File: config.mk
export PLATFORM = sky130hd
export DESIGN_NAME = keypad_emulator
export DESIGN_NICKNAME = d
export VERILOG_FILES = /design/src/rtl/keypad_emulator.sv
export SDC_FILE = /design/constraint.sdc
export NUM_CORES = 1
export LEC_CHECK = 0
export ABC_AREA = 1
export CAP_MARGIN = 20
export CORE_MARGIN = 2
export CORE_UTILIZATION = 52
export DETAILED_ROUTE_END_ITERATION = 12
export PLACE_DENSITY = 0.73
export SYNTH_ARGS = -nofsm -noshare
export SYNTH_HDL_FRONTEND = slang
export SYNTH_SLANG_ARGS = --single-unit
export TNS_END_PERCENT = 50
File: constraint.sdc
create_clock -name clk -period 1.8 [get_ports clk]
set_input_delay 0.36 -clock clk [delete_from_list [all_inputs] [get_ports clk]]
set_output_delay 0.36 -clock clk [all_outputs]
set_load 0.02 [all_outputs]
File: src/rtl/keypad_emulator.sv
// ----------------------------------------------------------------------------
// keypad_emulator
//
// Purpose:
//   Emulates a 3-column x 4-row telephone keypad as seen by a column-scanning
//   keypad controller. Key codes are queued in a 4-entry FIFO. Each code is
//   "pressed" for HOLD_CYC cycles and then "released" for GAP_CYC cycles.
//   While a key is pressed, the row line of that key is driven whenever the
//   scanner drives the key's column.
//
// Parameters:
//   HOLD_CYC    - clk cycles a key is held pressed (1..131071)
//   GAP_CYC     - clk cycles of release after each press (1..131071)
//
// Ports:
//   clk         - system clock (25 MHz)
//   rst         - asynchronous, active-high reset
//   key_col     - column drive from the scanner (col1=001, col2=010, col3=100)
//   key_row     - registered row sense returned to the scanner
//   key_code    - code to enqueue: 0-9 digits, 10 '*', 11 '#'
//   key_valid   - enqueue request, accepted when key_ready is high
//   key_ready   - FIFO can accept a code
//   busy        - press/gap in progress or FIFO non-empty
//   active_code - code currently (or most recently) pressed
//   press_done  - one-cycle pulse at the end of each gap
//   err         - one-cycle pulse after an invalid code (12-15) is accepted
//   fifo_cnt    - number of queued codes (0-4)
//
// Configuration:
//   KEYPAD_EMU_BOUNCE_EN - when defined, the emulated contact bounces
//   (closed/open, 16 cycles each) during the first 128 cycles of a press and
//   then stays closed. When undefined, the contact is closed for the whole
//   press.
// ----------------------------------------------------------------------------
module keypad_emulator #(
    parameter int HOLD_CYC = 100000,
    parameter int GAP_CYC  = 100000
) (
    input  logic       clk,
    input  logic       rst,
    input  logic [2:0] key_col,
    output logic [3:0] key_row,
    input  logic [3:0] key_code,
    input  logic       key_valid,
    output logic       key_ready,
    output logic       busy,
    output logic [3:0] active_code,
    output logic       press_done,
    output logic       err,
    output logic [2:0] fifo_cnt
);

    // ------------------------------------------------------------------
    // Constants
    // ------------------------------------------------------------------
    localparam logic [1:0] ST_IDLE  = 2'd0;
    localparam logic [1:0] ST_PRESS = 2'd1;
    localparam logic [1:0] ST_GAP   = 2'd2;

    localparam logic [16:0] HOLD_LD = 17'(HOLD_CYC);
    localparam logic [16:0] GAP_LD  = 17'(GAP_CYC);

    localparam logic [2:0] FIFO_FULL  = 3'd4;
    localparam logic [3:0] CODE_MAX   = 4'd11;

    // ------------------------------------------------------------------
    // Registers
    // ------------------------------------------------------------------
    logic [3:0]  r_fifo [0:3];
    logic [1:0]  r_wr_ptr;
    logic [1:0]  r_rd_ptr;
    logic [2:0]  r_fifo_cnt;
    logic [1:0]  r_state;
    logic [16:0] r_cnt;
    logic [3:0]  r_active_code;
    logic [3:0]  r_key_row;
    logic        r_press_done;
    logic        r_err;

    // ------------------------------------------------------------------
    // Wires
    // ------------------------------------------------------------------
    logic        w_accept;
    logic        w_code_ok;
    logic        w_push;
    logic        w_pop;
    logic [2:0]  w_col_sel;
    logic [3:0]  w_row_hot;
    logic        w_col_hit;
    logic        w_contact;
    logic        w_cnt_last;
    logic [3:0]  w_row_next;

    // ------------------------------------------------------------------
    // Handshake and FIFO control
    // ------------------------------------------------------------------
    // Ready depends only on the registered count, so there is no
    // combinational path from key_valid to key_ready.
    assign key_ready = (r_fifo_cnt != FIFO_FULL);
    assign w_accept  = key_valid && key_ready;
    assign w_code_ok = (key_code <= CODE_MAX);
    assign w_push    = w_accept && w_code_ok;
    assign w_pop     = (r_state == ST_IDLE) && (r_fifo_cnt != 3'd0);

    // NOTE: the FIFO storage has no reset; entries are only read when
    // r_fifo_cnt says they were written, and leaving them unreset lets
    // the array map onto plain flops or distributed RAM.
    always_ff @(posedge clk) begin
        if (w_push) begin
            r_fifo[r_wr_ptr] <= key_code;
        end
    end

    // NOTE: all state updates in clocked blocks are non-blocking so every
    // register sees the pre-edge value of every other register.
    always_ff @(posedge clk or posedge rst) begin
        if (rst) begin
            r_wr_ptr   <= 2'd0;
            r_rd_ptr   <= 2'd0;
            r_fifo_cnt <= 3'd0;
            r_err      <= 1'b0;
        end else begin
            // An invalid code is consumed by the handshake but never stored.
            r_err <= w_accept && !w_code_ok;

            if (w_push) begin
                r_wr_ptr <= r_wr_ptr + 2'd1;
            end
            if (w_pop) begin
                r_rd_ptr <= r_rd_ptr + 2'd1;
            end

            // Simultaneous push and pop leave the count unchanged.
            case ({w_push, w_pop})
                2'b10:   r_fifo_cnt <= r_fifo_cnt + 3'd1;
                2'b01:   r_fifo_cnt <= r_fifo_cnt - 3'd1;
                default: r_fifo_cnt <= r_fifo_cnt;
            endcase
        end
    end

    // ------------------------------------------------------------------
    // Press / gap sequencer
    // ------------------------------------------------------------------
    // Counters load the parameter value and count down to 1; treating 0
    // as terminal too keeps a zero parameter from wrapping to 2^17 cycles.
    assign w_cnt_last = (r_cnt <= 17'd1);

    always_ff @(posedge clk or posedge rst) begin
        if (rst) begin
            r_state       <= ST_IDLE;
            r_cnt         <= 17'd0;
            r_active_code <= 4'd0;
            r_press_done  <= 1'b0;
        end else begin
            r_press_done <= 1'b0;
            case (r_state)
                ST_IDLE: begin
                    if (w_pop) begin
                        r_active_code <= r_fifo[r_rd_ptr];
                        r_cnt         <= HOLD_LD;
                        r_state       <= ST_PRESS;
                    end
                end
                ST_PRESS: begin
                    if (w_cnt_last) begin
                        r_cnt   <= GAP_LD;
                        r_state <= ST_GAP;
                    end else begin
                        r_cnt <= r_cnt - 17'd1;
                    end
                end
                ST_GAP: begin
                    if (w_cnt_last) begin
                        r_cnt        <= 17'd0;
                        r_state      <= ST_IDLE;
                        r_press_done <= 1'b1;
                    end else begin
                        r_cnt <= r_cnt - 17'd1;
                    end
                end
                default: begin
                    r_cnt   <= 17'd0;
                    r_state <= ST_IDLE;
                end
            endcase
        end
    end

    // ------------------------------------------------------------------
    // Key matrix mapping
    //   col1 (bit0): 1 4 7 *   col2 (bit1): 2 5 8 0   col3 (bit2): 3 6 9 #
    //   rows top to bottom: 0001 0010 0100 1000
    // ------------------------------------------------------------------
    // NOTE: every output of this block gets a default first so no code
    // value can leave a path unassigned and infer a latch.
    always_comb begin
        w_col_sel = 3'b000;
        w_row_hot = 4'b0000;
        case (r_active_code)
            4'd1:  begin w_col_sel = 3'b001; w_row_hot = 4'b0001; end
            4'd2:  begin w_col_sel = 3'b010; w_row_hot = 4'b0001; end
            4'd3:  begin w_col_sel = 3'b100; w_row_hot = 4'b0001; end
            4'd4:  begin w_col_sel = 3'b001; w_row_hot = 4'b0010; end
            4'd5:  begin w_col_sel = 3'b010; w_row_hot = 4'b0010; end
            4'd6:  begin w_col_sel = 3'b100; w_row_hot = 4'b0010; end
            4'd7:  begin w_col_sel = 3'b001; w_row_hot = 4'b0100; end
            4'd8:  begin w_col_sel = 3'b010; w_row_hot = 4'b0100; end
            4'd9:  begin w_col_sel = 3'b100; w_row_hot = 4'b0100; end
            4'd10: begin w_col_sel = 3'b001; w_row_hot = 4'b1000; end
            4'd0:  begin w_col_sel = 3'b010; w_row_hot = 4'b1000; end
            4'd11: begin w_col_sel = 3'b100; w_row_hot = 4'b1000; end
            default: begin
                w_col_sel = 3'b000;
                w_row_hot = 4'b0000;
            end
        endcase
    end

    // Only the key's own column bit matters; other driven columns are
    // ignored, and an undriven column bus never closes the contact.
    assign w_col_hit = |(key_col & w_col_sel);

`ifdef KEYPAD_EMU_BOUNCE_EN
    // Cycles elapsed since the press began (0 on the first PRESS cycle).
    logic [16:0] w_elapsed;
    assign w_elapsed = HOLD_LD - r_cnt;
    // Closed for 16, open for 16, ... over the first 128 cycles, then closed.
    assign w_contact = (w_elapsed >= 17'd128) || !w_elapsed[4];
`else
    assign w_contact = 1'b1;
`endif

    assign w_row_next = ((r_state == ST_PRESS) && w_contact && w_col_hit)
                        ? w_row_hot : 4'b0000;

    // Row sense is registered, one clk behind key_col; the asynchronous
    // reset releases it immediately.
    always_ff @(posedge clk or posedge rst) begin
        if (rst) begin
            r_key_row <= 4'b0000;
        end else begin
            r_key_row <= w_row_next;
        end
    end

    // ------------------------------------------------------------------
    // Outputs
    // ------------------------------------------------------------------
    assign key_row     = r_key_row;
    assign busy        = (r_state != ST_IDLE) || (r_fifo_cnt != 3'd0);
    assign active_code = r_active_code;
    assign press_done  = r_press_done;
    assign err         = r_err;
    assign fifo_cnt    = r_fifo_cnt;

endmodule
## Word-level counts from Yosys, hierarchy flattened

Memories as Yosys holds them, arrays and structs flattened. A register that Yosys moved wholly into a read port is not among the register bits.
Index checks and enable logic that the tools add are counted.

- Register bits: 32
- Bits in writable memories: 16
- Memory bits (read-only): 112
- Input bits: 10
- Output and inout bits: 15
- Word-level logic and storage cells: 54
- Memories: 2

- Add/sub/neg operators: 5
- $lt $le $gt $ge: 2
- Equal/unequal tests: 8
- Muxes and demuxes: 14
- Bitwise gates (word level): 1
- Reduce and logical (&&, ||, !) cells: 14

Memory list:

| memory | depth | width | rd ports | clocked after Yosys merged registers in | wr ports | line | source |
|---|---|---|---|---|---|---|---|
| (no name shown) | 16 | 7 | 1 | 0 | 0 | 200 | `case (r_active_code)` |
| r_fifo | 4 | 4 | 1 | 1 | 1 | 69 | `logic [3:0] r_fifo [0:3];` |

Operators with widths:

| operator | number |
|---|---|
| $mux 17 | 3 |
| $pmux 17 s3 | 1 |
| $le 17x1->1 const B | 1 |
| $sub 17x1->17 const B | 1 |
| $mux 2 | 3 |
| $ne 2x2->1 const B | 3 |
| $pmux 2 s3 | 1 |
| $pmux 3 s2 | 1 |
| $logic_and 1x1->1 | 5 |
| $add 2x1->2 const B | 2 |
| $eq 2x1->1 const B | 2 |
| $eq 2x2->1 const B | 2 |
| $le 4x4->1 const B | 1 |
| $mux 1 | 4 |
| $mux 4 | 1 |
| $reduce_bool 2->1 | 2 |
| $add 3x1->3 const B | 1 |
| $and 3x3->3 | 1 |
| $ne 3x3->1 const B | 1 |
| $reduce_and 3->1 | 1 |
| $reduce_bool 3->1 | 1 |
| $reduce_or 3->1 | 1 |
| $sub 3x1->3 const B | 1 |
| $logic_not 2->1 | 1 |
| 3 further kinds | 3 |

## Depth between registers and ports, before layout

Gate-level depths: netlist of the first run.

- Word-level depth: 5
- Gate-level depth with buffers: 12
- Gate-level depth less buffers: 12

## Least setup slack after synthesis of the first run

No wires, ideal clock.

- Kind: reg-to-reg
- Start point: reg r_fifo_cnt[1] (netlist: fifo_cnt[1])
- End point: reg r_fifo_cnt[2] (netlist: fifo_cnt[2])
- Data arrival time: 2.092 ns
- Path slack: -0.423 ns
- Stages on the path, launching flop included: 10
- Buffers on the path: 0
- Period minus slack after synthesis: 2.223 ns
- Cells stage by stage: dfrtp_1 -> nor2_1 -> nand2_1 -> o211ai_1 -> ha_1 -> inv_1 -> fa_1 -> a21oi_1 -> o21ai_0 -> xor2_1

- Word-level cells in the longest chain between the ends: 5

Ends and longest elaborated chain:

| what | line | source |
|---|---|---|
| start: declaration | 72 | `logic [2:0] r_fifo_cnt;` |
| start signal: assignment | 135 | `2'b10: r_fifo_cnt <= r_fifo_cnt + 3'd1;` |
| start signal: assignment | 136 | `2'b01: r_fifo_cnt <= r_fifo_cnt - 3'd1;` |
| start signal: assignment | 137 | `default: r_fifo_cnt <= r_fifo_cnt;` |
| $ne 3x3->1 * | 99 | `assign key_ready = (r_fifo_cnt != FIFO_FULL);` |
| net key_ready | 45 | `output logic key_ready,` |
| $logic_and 1x1->1 * | 100 | `assign w_accept = key_valid && key_ready;` |
| $logic_and 1x1->1 * | 102 | `assign w_push = w_accept && w_code_ok;` |
| $eq 2x1->1 / $eq 2x2->1 (equally long branches) | 134 | `case ({w_push, w_pop})` |
| $pmux 3 s2 / $reduce_bool 2->1 (equally long branches) | n/a |  |

Mark *: on every way through the listed nets, which the timed path passes. The rest lies on a longest branch.
A chain may end at the register's enable or synchronous reset.

## Worst setup path after layout of the first run

- Start point: reg r_fifo_cnt[0] (netlist: fifo_cnt[0])
- End point: reg r_fifo_cnt[2] (netlist: fifo_cnt[2])

- Word-level cells in the longest chain between the ends: 5

Ends and longest elaborated chain:

| what | line |
|---|---|
| $ne 3x3->1 | 99 |
| $logic_and 1x1->1 | 100 |
| $logic_and 1x1->1 | 102 |
| $eq 2x1->1 / $eq 2x2->1 (equally long branches) | 134 |
| $pmux 3 s2 / $reduce_bool 2->1 (equally long branches) | n/a |

Parallel ways exist; a longest one is shown, timed or not.

==> results.toml, run 1 <==
[outcome]
violations = "setup timing"
status = "complete, but fails checks"

[setup_path]
r2r_end = "fifo_cnt[2]"
path_class = "reg2reg"
r2r_slack_ns = -0.02
cpPeakStageDelay_ns = 0.43
end_kind = "flop"
r2r_start = "fifo_cnt[0]"
reg2regPathDepth = 9
cp.required_ns = 2.00
path_cells = "nor2_4 > nand2_2 > o211ai_1 > ha_2 > inv_2 > fa_2 > a21oi_2 > o21ai_1 > xor2_1"
path_buf_inv = 1
cp_slowest_cell = "dfrtp_2"
cp_top_family = "adder cells"
arrival_ns = 2.02
cp_max_fo = 2
cp-start-kind = "flop"

[clocking]
cts_buffers = 5
insertion_delay_ns = 0.32
cts.path.max_buffers = 2
clock-sinks = 52
htreeDepth = 2
cts.reportedPaths.clkPinSlew_ns = 0.10
hold_buffers = 0
cts_root_buf = "clkbuf_8"
cts_tree = "done"

[timing]
final.setup_skew_ns = 0.008007
slew_headroom = 0.6974
post-route-period-util = 1.013
worst_pin_slew_ns = 0.4539
setup_viol = 1
setup_ws_ns = -0.02384
rsz0062_at_grt = "yes"
hold_slack_ns = 0.4327
finalMaxSlewViolations = 0
tns_ns = -0.02384
finalHoldViolations = 0
min_period_ns = 1.824
fmax_ghz = 0.5483

[detailed_routing]
wl_per_cell_um = 12.02
drt-pass1-iter-count = 4
drt_iter0_drc = 118
ant_nets = 0
wl_um = 5276
drcViolationCount = 0
via_per_inst = 4.866
dr_total_vias = 2136

[place]
placed_area_um2 = 3253
numPortBuffers = 24
gp_congestion = 0.8547
dp_hpwl_um = 3916

[synth]
synth_top_area_cell = "dfrtp_1"
avgSynthCellArea_um2 = 8.798
syn-instance-count = 317
synth-seq-cells = 52
syn_nets = 341
yosysSeqAreaShare = 0.4953
synth_top_area_frac = 0.3230
synthesis.area_um2 = 2789
synth_area_leaders = "dfrtp_1, edfxtp_1, nand2_1, ha_1, nor2_1"
ys_warn_count = 0
netlist-cell-type-count = 31

[finish]
drive_gt1_frac = 0.2005
fin_util = 0.6609
nNetsFinal = 392
antenna_cells = 0
syn_to_final_growth_pct = 21.80
final_area_um2 = 3397

[floorplan]
core_um2 = 5140
num_io_pins = 25
die_area_um2 = 5965
die_w_um = 77.24
die_h_um = 77.24
num_rows = 26
start_util = 0.5426

[power_and_ir_drop]
report.power.total_mw = 2.747
power.leakage_nw = 1.598
powerDensity_nw_per_um2 = 808.6
ir_worst_vdd_uv = 759.0

[global_route]
grt_remaining_overflow = 0
grt_max_degree = 37
first_global_vias = 2051
antenna_found_initial = 0
grt_pass1_wl_um = 9114
grt.total_usage = 0.1959

[min_path]
hold_path_class = "in2async"

[run]
cap_violations = 0
-- synth_stat cells (all sizes together) --
| library cell | number |
|---|---|
| nand2 | 88 |
| nor2 | 62 |
| dfrtp | 36 |
| inv | 31 |
| edfxtp | 16 |
| o21ai | 16 |
| ha | 13 |
| xor2 | 13 |
| nand3 | 11 |
| a21oi | 8 |
| buf | 4 |
| o32ai | 4 |
| nor3 | 3 |
| and2 | 2 |
| clkinv | 2 |
| nand4 | 2 |
| xnor2 | 2 |
| fa | 1 |
| o211ai | 1 |
| o21bai | 1 |
| o22ai | 1 |
-- where the power goes --
part / switching (mW) / leakage (nW) / internal (mW)
clock: 0.418 / 0.0463 / 0.286
sequential: 0.0585 / 0.579 / 1.34
combinational: 0.342 / 0.973 / 0.301
-- worst max-delay path by stage --
stage,slack (ns),startpoint,to,depth (start not counted)
CTS,-0.06,fifo_cnt[1],fifo_cnt[2],9
detailed placement,-0.52,key_code[3],fifo_cnt[2],9
global route,-0.13,fifo_cnt[0],fifo_cnt[2],9
finish,-0.02,fifo_cnt[0],fifo_cnt[2],9
floorplan,-0.31,fifo_cnt[0],fifo_cnt[2],9
global placement,-0.36,key_code[3],fifo_cnt[2],9
-- worst register-to-register path, delay by kind of cell, from the launching register on --
family / cells / cell delay [ns]
AO/OA/AOI/OAI: 3 / 0.34
XOR/XNOR: 1 / 0.15
adder cells (fa/ha/maj): 2 / 0.57
buffers and inverters: 1 / 0.05
flip-flops: 1 / 0.43
AND/OR/NAND/NOR: 2 / 0.18
-- layout by cell type (no fill, tap or decap), types with 2 or more instances in the layout --
cell type and count:
inv_2 3, a21oi_1 7, clkinv_1 2, dlymetal6s2s_1 4
o21ai_0 14, nor3_1 3, ha_2 2, nand2_1 84
inv_1 27, nand4_1 2, buf_4 24, edfxtp_1 16
o32ai_1 4, nand3_1 10, dfrtp_2 3, clkdlybuf4s50_1 14
dlygate4sd2_1 5, xor2_1 12, xnor2_1 2, ha_1 11
nor2_2 17, nand2_2 4, nor2_1 40, nor2_4 5
clkbuf_8 5, dfrtp_1 33
-- flip-flops by register name, summed over array words and instances (netlist names) --
| name | count |
|---|---|
| active_code | 4 |
| err | 1 |
| fifo_cnt | 3 |
| key_row | 4 |
| press_done | 1 |
| r_cnt | 17 |
| r_fifo | 16 |
| r_rd_ptr | 2 |
| r_state | 2 |
| r_wr_ptr | 2 |
-- area by class of cell --
| cell class | count | area (um^2) |
|---|---|---|
| Clock buffer | 5 | 68.82 |
| Clock inverter | 3 | 27.53 |
| Fill cell | 454 | 1743 |
| Inverter | 33 | 126.4 |
| Multi-Input combinational cell | 228 | 1276 |
| Sequential cell | 52 | 1385 |
| Tap cell | 70 | 87.58 |
| Timing Repair Buffer | 48 | 425.4 |
-- layer usage --
layer	track usage	wire length (um)	part of all wire	vias to the layer above
li1	-	-	-	1106
met1	0.2392	2473	0.47	985
met2	0.3391	2541	0.48	37
met3	0.03882	174	0.033	8
met4	0.07857	86	0.016	0
met5	0	0	0	-
-- timing repair --
item / 4_1_cts / 5_1_grt
setup buffers: 1 / 2
endpoints found under the setup margin: 6 / 10
gates resized for setup: 11 / 7
pin swaps: 5 / 5
-- logic make-up after synthesis --
family,after synthesis,synth area share
xor+xnor,15,0.04711
flops,52,0.4953
fa+ha+maj,14,0.06550
simple gates,168,0.2674
compound gates,31,0.06730
buf+inv,37,0.05743
-- metrics by stage --
step,worst slack [ns],instances
after floorplan,-0.3080,317
after global placement,-0.3627,428
after detailed placement,-0.5157,428
after CTS,-0.06215,437
after global routing,-0.1325,439
final,-0.02384,439
Note: power is estimated with default switching activity, not from simulation.
==> run 2, diff against run 1 <==
--- a/config.mk
+++ b/config.mk
@@ -9,9 +9,10 @@
 export CAP_MARGIN = 20
 export CORE_MARGIN = 2
 export CORE_UTILIZATION = 52
+export CTS_CLUSTER_DIAMETER = 40
 export DETAILED_ROUTE_END_ITERATION = 12
 export PLACE_DENSITY = 0.73
 export SYNTH_ARGS = -nofsm -noshare
 export SYNTH_HDL_FRONTEND = slang
 export SYNTH_SLANG_ARGS = --single-unit
-export TNS_END_PERCENT = 50
+export TNS_END_PERCENT = 10
==> results.toml, run 2 (synthesis gave the netlist of run 1 again) <==
[outcome]
status = "complete, but fails checks"
violations = "setup timing"

[global_route]
grt_pass1_wl_um = 9108
antenna_found_initial = 0
grt_remaining_overflow = 0
first_global_vias = 2051
grt.total_usage = 0.1954
grt_max_degree = 37

[floorplan]
die_h_um = 77.24
die_area_um2 = 5965
num_rows = 26
start_util = 0.5426
num_io_pins = 25
core_um2 = 5140
die_w_um = 77.24

[finish]
mostFrequentLayoutCells = "nand2_1, nor2_1, dfrtp_1"
regMostFlops = "r_cnt"
final_area_um2 = 3393
drive_gt1_frac = 0.2016
reg_top3 = "r_cnt x17, r_fifo x16"
antenna_cells = 0
fillers = 454
syn_to_final_growth_pct = 21.67
largest_register_ffs = 17
multi_input_area_um2 = 1284
final_common_cell = "nand2_1"
finalNonFillerCells = 437
regArea_um2 = 1385
nNetsFinal = 390

[clocking]
clock-sinks = 52
cts_tree = "done"
cts.path.max_buffers = 2
insertion_delay_ns = 0.32
htreeDepth = 2
cts_root_buf = "clkbuf_8"
cts.reportedPaths.clkPinSlew_ns = 0.10
cts_buffers = 5
hold_buffers = 0

[timing]
hold_slack_ns = 0.3700
setup_ws_ns = -0.08095
slew_headroom = 0.6988
final.setup_skew_ns = 0.006818
worst_pin_slew_ns = 0.4517
fmax_ghz = 0.5316
finalMaxSlewViolations = 0
setup_viol = 1
rsz0062_at_grt = "yes"
min_period_ns = 1.881
post-route-period-util = 1.045
finalHoldViolations = 0

[setup_path]
end_kind = "flop"
path_class = "reg2reg"
arrival_ns = 2.08
cp_max_fo = 2
cp-start-kind = "flop"
cp.required_ns = 2.00

[detailed_routing]
ant_nets = 0
wl_per_cell_um = 11.99
drcViolationCount = 0
wl_um = 5239
drt-pass1-iter-count = 4
via_per_inst = 4.863
dr_total_vias = 2125
drt_iter0_drc = 122

[place]
numPortBuffers = 24
placed_area_um2 = 3253
gp_congestion = 0.8547
dp_slack_ns = -0.5157
dp_hpwl_um = 3916
placed_cells = 428

[power_and_ir_drop]
report.power.total_mw = 2.757
ir_worst_vdd_uv = 755.7
power.leakage_nw = 1.601
powerDensity_nw_per_um2 = 812.5

[min_path]
hold_path_class = "in2reg"

[run]
cap_violations = 0
## run 2: final cells by class
type,instances,share of cell area
sequential,52,0.4082
timing repair buffer,46,0.1221
multi-input combinational,228,0.3783
clock buffer,5,0.02028
tap,70,0.02581
inverter,33,0.03724
clock inverter,3,0.008112
## run 2: per-stage QoR
step	setup TNS, ns	utilization
floorplan	-0.5227	-
global placement	-0.6169	0.6329
detailed placement	-0.9603	0.6329
CTS	-0.1237	0.6531
global route	-0.1744	0.6602
finish	-0.08095	0.6602
## run 2: path summary, 6_finish.rpt
kind	startpoint	endpoint	slack [ns]	depth (start not counted)
max reg2reg	fifo_cnt[0]	fifo_cnt[2]	-0.08	9
min reg2reg	r_state[0]	press_done	0.54	1
max	fifo_cnt[0]	fifo_cnt[2]	-0.08	9
min in group asynchronous	rst	r_cnt[8]	0.43	3
max in group asynchronous	rst	fifo_cnt[1]	1.02	3
min	key_code[2]	r_fifo[0][2]	0.37	2
## run 2: metal layers
layer | vias to the layer above | share of wire | track usage
met4 | 0 | 0.016 | 0.07857
met3 | 8 | 0.030 | 0.03882
li1 | 1104 | - | -
met1 | 983 | 0.47 | 0.2392
met2 | 30 | 0.49 | 0.3374
met5 | - | 0 | 0
## run 2: where the power goes
part           leakage (nW)  switching (mW)  internal (mW)
registers             0.579          0.0582           1.34
logic                 0.976           0.347          0.305
clock network        0.0463           0.418          0.286
total                  1.60           0.823           1.93
## run 2: repair_timing
item,in CTS,in global routing
setup endpoints to repair,6,10
buffers inserted,0,1
gates resized for setup,10,12
pin swaps,2,4
## run 2: critical path, cell delays in order, from the launching register on
cell	delay, ns
dfrtp_2	0.44
nor2_4	0.13
nand2_2	0.06
o211ai_1	0.12
ha_2	0.22
inv_2	0.05
fa_2	0.37
a21oi_2	0.15
o21ai_1	0.09
xor2_1	0.15
==> patch 1 (flow settings as in run 1) <==
Build with the macro `KEYPAD_EMU_BOUNCE_EN` defined.
--- a/src/rtl/keypad_emulator.sv
+++ b/src/rtl/keypad_emulator.sv
@@ -32,6 +32,8 @@
 //   then stays closed. When undefined, the contact is closed for the whole
 //   press.
 // ----------------------------------------------------------------------------
+`define KEYPAD_EMU_BOUNCE_EN
+
 module keypad_emulator #(
     parameter int HOLD_CYC = 100000,
     parameter int GAP_CYC  = 100000
Formal check against the unedited RTL: same outputs for any inputs over 10 cycles, from zero or initial values and one cycle with rst high; that may be too few to reach the edited logic, so the function may still have changed.
==> patch 1 against run 1 <==
Design area up 21%. Total power increased by 0.24%. Wire length up 38%. Largest cell class is now multi-input gates. Synthesized area is 13% higher. Setup slack improved by 0.032 ns. Non-clock buffer count up 24. Sequential cell count unchanged. Sequential share of layout area shrank 6.9 points.
==> patch 1: results (changes against run 1) <==
status - complete, no violations (was complete, but fails checks)
Sw Pwr - 0.000825 W (was 0.000818 W)
Pleak - 1.93 nW (was 1.60 nW)
maximum number of pins on one net before global-route repair - 26 (was 37)
post_cts resized - 10 (was 11)
Yosys Warn Count - 0 (unchanged)
grt met3 use - 3.41% (was 3.88%)
DIE AREA - 0.00668 mm2 (was 0.00597 mm2)
Fillers - 480 (was 454)
sequential power share - 51.4% (was 51.0%)
WL final - 7260 um (was 5280 um)
GRT Resource Usage Total - 22.6% (was 19.6%)
routability cong. - 0.906 (was 0.855)
placed insts - 534 (was 428)
Setup-failing EPs final - 0 (was 1)
Worst Clk Skew - 0.00797 ns (was 0.00801 ns)
violation count after the first detailed-route iteration - 133 (was 118)
Comb. pwr - 0.000636 W (was 0.000642 W)
synthesized area per cell - 7.76 um2 (was 8.80 um2)
Critical Path AT - 1.99 ns (was 2.02 ns)
Met3 Routed Length - 209 um (was 174 um)
Slew HR - 76.0% (was 69.7%)
Post CTS Setup Buffer Count - 1 (unchanged)
number of synthesized flops with an enable pin - 16 (unchanged)
worst vdd ir - 691 uV (was 759 uV)
sequential-to-total area share from yosys stat - 43.9% (was 49.5%)
Finished Core Util - 69.8% (was 66.1%)
DRT met1 WL - 3120 um (was 2470 um)
top sig layer - met4 (unchanged)
Clock-cell share - 2.35% (was 2.84%)
Placed Area - 0.00374 mm2 (was 0.00325 mm2)
WL met2 - 3770 um (was 2540 um)
Non-Filler Instances - 553 (was 439)
#MultiIn Comb - 294 (was 228)
Inverters - 52 (was 33)
leading cell types by total area after synthesis - dfrtp_1 (29%), edfxtp_1 (15%), nand2_1 (12%) (was dfrtp_1 (32%), edfxtp_1 (17%), nand2_1 (11%))
pre-CTS WS - -0.412 ns (was -0.516 ns)
leading cell types by count after synthesis - nand2_1 (97), nor2_1 (67), inv_1 (47) (was nand2_1 (85), nor2_1 (41), dfrtp_1 (36))
Repair and plain buffers - 72 (was 48)
vias in the first global route - 2642 (was 2051)
Netlist cell types - 35 (was 31)
Port Buf Inserts - 24 (unchanged)
share of cells above drive strength 1 - 27.6% (was 20.1%)
Clock Sinks - 52 (unchanged)
fraction of area in multi-input gates - 41.5% (was 37.6%)
PwrDens - 670 mW/mm2 (was 809 mW/mm2)
met2 Use GR - 41.5% (was 33.9%)
max incr delay on CP - 0.43 ns (about the same)
met1 Resource Use GR - 27.9% (was 23.9%)
syn_nets - 430 (was 341)
register area - 0.00139 mm2 (about the same)
## patch 1: path summary, 6_finish.rpt
check / startpoint / endpoint / slack, ns
min in group clk: key_code[2] / err$_DFF_PP0_ / 0.43
max in group asynchronous: rst / r_cnt[10]$_DFFE_PP0P_ / 1.11
min: rst / press_done$_DFF_PP0_ / 0.35
min reg2reg: r_cnt[16]$_DFFE_PP0P_ / r_cnt[16]$_DFFE_PP0P_ / 0.55
max: fifo_cnt[1]$_DFFE_PP0P_ / fifo_cnt[2]$_DFFE_PP0P_ / 0.008
max reg2reg: fifo_cnt[1]$_DFFE_PP0P_ / fifo_cnt[2]$_DFFE_PP0P_ / 0.008
## patch 1: kinds of logic (layout without fill, tap and decap cells)
kind of cell	count (synthesis)	in the layout	synth area share (%)
flops	52	52	43.9
simple gates	217	217	29.4
buf+inv	59	132	7.44
compound gates	48	48	9.11
fa+ha+maj	15	15	6.21
xor+xnor	14	14	3.90
==> patch 2 (flow settings as in run 1) <==
Without the edit above. Make the reset (`rst`) synchronous in 3 clocked blocks. Comments in the files are not updated.
--- a/src/rtl/keypad_emulator.sv
+++ b/src/rtl/keypad_emulator.sv
@@ -113,7 +113,7 @@
 
     // NOTE: all state updates in clocked blocks are non-blocking so every
     // register sees the pre-edge value of every other register.
-    always_ff @(posedge clk or posedge rst) begin
+    always_ff @(posedge clk) begin
         if (rst) begin
             r_wr_ptr   <= 2'd0;
             r_rd_ptr   <= 2'd0;
@@ -146,7 +146,7 @@
     // as terminal too keeps a zero parameter from wrapping to 2^17 cycles.
     assign w_cnt_last = (r_cnt <= 17'd1);
 
-    always_ff @(posedge clk or posedge rst) begin
+    always_ff @(posedge clk) begin
         if (rst) begin
             r_state       <= ST_IDLE;
             r_cnt         <= 17'd0;
@@ -236,7 +236,7 @@
 
     // Row sense is registered, one clk behind key_col; the asynchronous
     // reset releases it immediately.
-    always_ff @(posedge clk or posedge rst) begin
+    always_ff @(posedge clk) begin
         if (rst) begin
             r_key_row <= 4'b0000;
         end else begin
Behaviour: differs if rst is asserted again (counterexample within 4 cycles, from zero or initial values and one cycle with rst high); with rst held inactive, the same outputs for 10 cycles.
==> patch 2 against run 1 <==
Setup slack gained 0.075 ns. Largest cell class is now multi-input gates. Critical path depth shrank 7. Design area shrank 0.74%. Wire length rose by 0.17%. Global-route usage decreased by 0.44 points. First-iteration DRC count fell by 25%. Synthesized area is 0.58% lower. Critical endpoint is now fifo_cnt[0]. Sequential cell count unchanged. Clock skew about the same.
Power is not compared: it rests on default switching activity, and its combinational part moved more than twofold at a synthesized area within 25%.
==> patch 2: results (changes against run 1) <==
status - complete, no violations (was complete, but fails checks)
max incr delay on CP - 0.59 ns (was 0.43 ns)
share of cells above drive strength 1 - 20.6% (was 20.1%)
GRT Resource Usage Total - 19.2% (was 19.6%)
Hold Path Class - in2reg (was in2async)
Slew HR - 70.4% (was 69.7%)
DP HPWL - 3900 um (was 3920 um)
number of synthesized flops with an enable pin - 16 (unchanged)
Cells after Synth - 338 (was 317)
Worst R2R Path Depth - 10 (was 9)
pre-CTS WS - -0.367 ns (was -0.516 ns)
Placed Area - 0.00322 mm2 (was 0.00325 mm2)
asr flop ratio synth - 0% (was 69.2%)
slowest stage cell, crit path - clkdlybuf4s50_1 (was dfrtp_2)
Netlist cell types - 34 (was 31)
reg-to-reg critical path endpoint - fifo_cnt[2]$_SDFFE_PP0P_ (was fifo_cnt[2]$_DFFE_PP0P_)
WL final - 5290 um (was 5280 um)
setup slack, reg-to-reg - 0.09 ns (was -0.02 ns)
Critical Path AT - 1.39 ns (was 2.02 ns)
leading cell types by count after synthesis - nand2_1 (73), inv_1 (41), nor2_1 (39) (was nand2_1 (85), nor2_1 (41), dfrtp_1 (36))
first-pass GRT wire length - 9140 um (was 9110 um)
Final Hold Slack - 0.361 ns (was 0.433 ns)
Worst Clk Skew - 0.00836 ns (was 0.00801 ns)
violation count after the first detailed-route iteration - 89 (was 118)
maximum number of pins on one net before global-route repair - 20 (was 37)
syn_nets - 361 (was 341)
Worst R2R Start - fifo_cnt[0]$_SDFFE_PP0P_ (was fifo_cnt[0]$_DFFE_PP0P_)
vias per std cell - 4.91 (was 4.87)
Pleak - 1.45 nW
WHS Endpoint - err$_SDFF_PP0_
sequential-to-total area share from yosys stat - 43.3% (was 49.5%)
vias in the first global route - 2064 (was 2051)
leading cell types by total area after synthesis - dfxtp_1 (26%), edfxtp_1 (17%), nand2_1 (9.9%) (was dfrtp_1 (32%), edfxtp_1 (17%), nand2_1 (11%))
final net count - 405 (was 392)
Synth Flop Type - dfxtp_1 (was dfrtp_1)
routability cong. - 0.872 (was 0.855)
crit-path max FO - 4 (was 2)
placed insts - 441 (was 428)
Non-Filler Instances - 453 (was 439)
-- patch 2: changes by cell type after synthesis, sizes merged, moves of 5 or more --
cell / run 1 / this run
dfxtp: 0 / 36
inv: 31 / 41
nor2: 62 / 55
a21oi: 8 / 27
nand3: 11 / 17
o21ai: 16 / 21
xor2: 13 / 8
dfrtp: 36 / 0
nand2: 88 / 80
-- patch 2: power by group through the flow --
stage                     Clock [W]  Combinational [W]  Sequential [W]
after floorplan                   0            0.00262         0.00186
after global placement            0            0.00345         0.00182
after detailed placement          0            0.00351         0.00183
after CTS                  0.000737            0.00353         0.00180
after global routing       0.000784            0.00414         0.00184
final                      0.000723            0.00365         0.00180
-- patch 2: timing repair --
item                                    4_1_cts  5_1_grt
gates resized for setup                       4        9
buffers inserted                              0        4
hold endpoints to repair                      0        0
endpoints found under the setup margin        3        3
pin swaps                                     0        7
-- patch 2: worst max-delay path, delay by kind of cell, from the launching register on --
family / cells / cell delay, ns
flops: 1 / 0.37
buf+inv: 2 / 0.71
-- patch 2: cell families (layout without fill, tap and decap cells) --
group	after synthesis	count (layout)	synth area share, %
AOI/OAI and AO/OA	59	59	14.0
xor gates and xnor gates	10	10	3.16
adders and majority gates	13	13	6.14
buffers and inverters	49	94	6.99
DFF	52	52	43.3
and+or+nand+nor	155	155	26.4
-- patch 2: per-layer routing --
metal	share of wire, %	routed length, um	GRT usage [%]	vias up
li1	-	-	-	1174
met1	47	2500	24.0	995
met2	46	2450	32.1	43
met3	4.4	233	4.24	10
met4	1.8	97	7.68	0
met5	0	0	0	-
-- patch 2: worst max-delay path by stage --
stage / from / endpoint / slack [ns] / cells after the start
2_1_floorplan: fifo_cnt[1]$_SDFFE_PP0P_ / fifo_cnt[2]$_SDFFE_PP0P_ / 0.004 / 11
3_5_place_dp: key_code[2] / fifo_cnt[2]$_SDFFE_PP0P_ / -0.37 / 10
6_report: fifo_cnt[0]$_SDFFE_PP0P_ / fifo_cnt[0] / 0.05 / 2
3_3_place_gp: key_code[2] / fifo_cnt[2]$_SDFFE_PP0P_ / -0.32 / 10
5_1_grt: fifo_cnt[0]$_SDFFE_PP0P_ / fifo_cnt[2]$_SDFFE_PP0P_ / -0.03 / 10
4_1_cts: key_code[2] / fifo_cnt[2]$_SDFFE_PP0P_ / -0.003 / 10
-- patch 2: final cells by class --
type	instances	area [um2]
fillers	473	1770
multi-input cells	237	1420
flip-flops and latches	52	1210
repair buffers	43	389
inverters	43	163
well taps	70	87.6
clock buffers	5	68.8
clock inverters	3	28.8
-- patch 2: metrics by stage --
stage                     TNS [ns]  total power [W]
final                            0          0.00618
after floorplan                  0          0.00448
after CTS                 -0.00331          0.00607
after global placement      -0.396          0.00527
after global routing       -0.0345          0.00677
after detailed placement    -0.487          0.00534
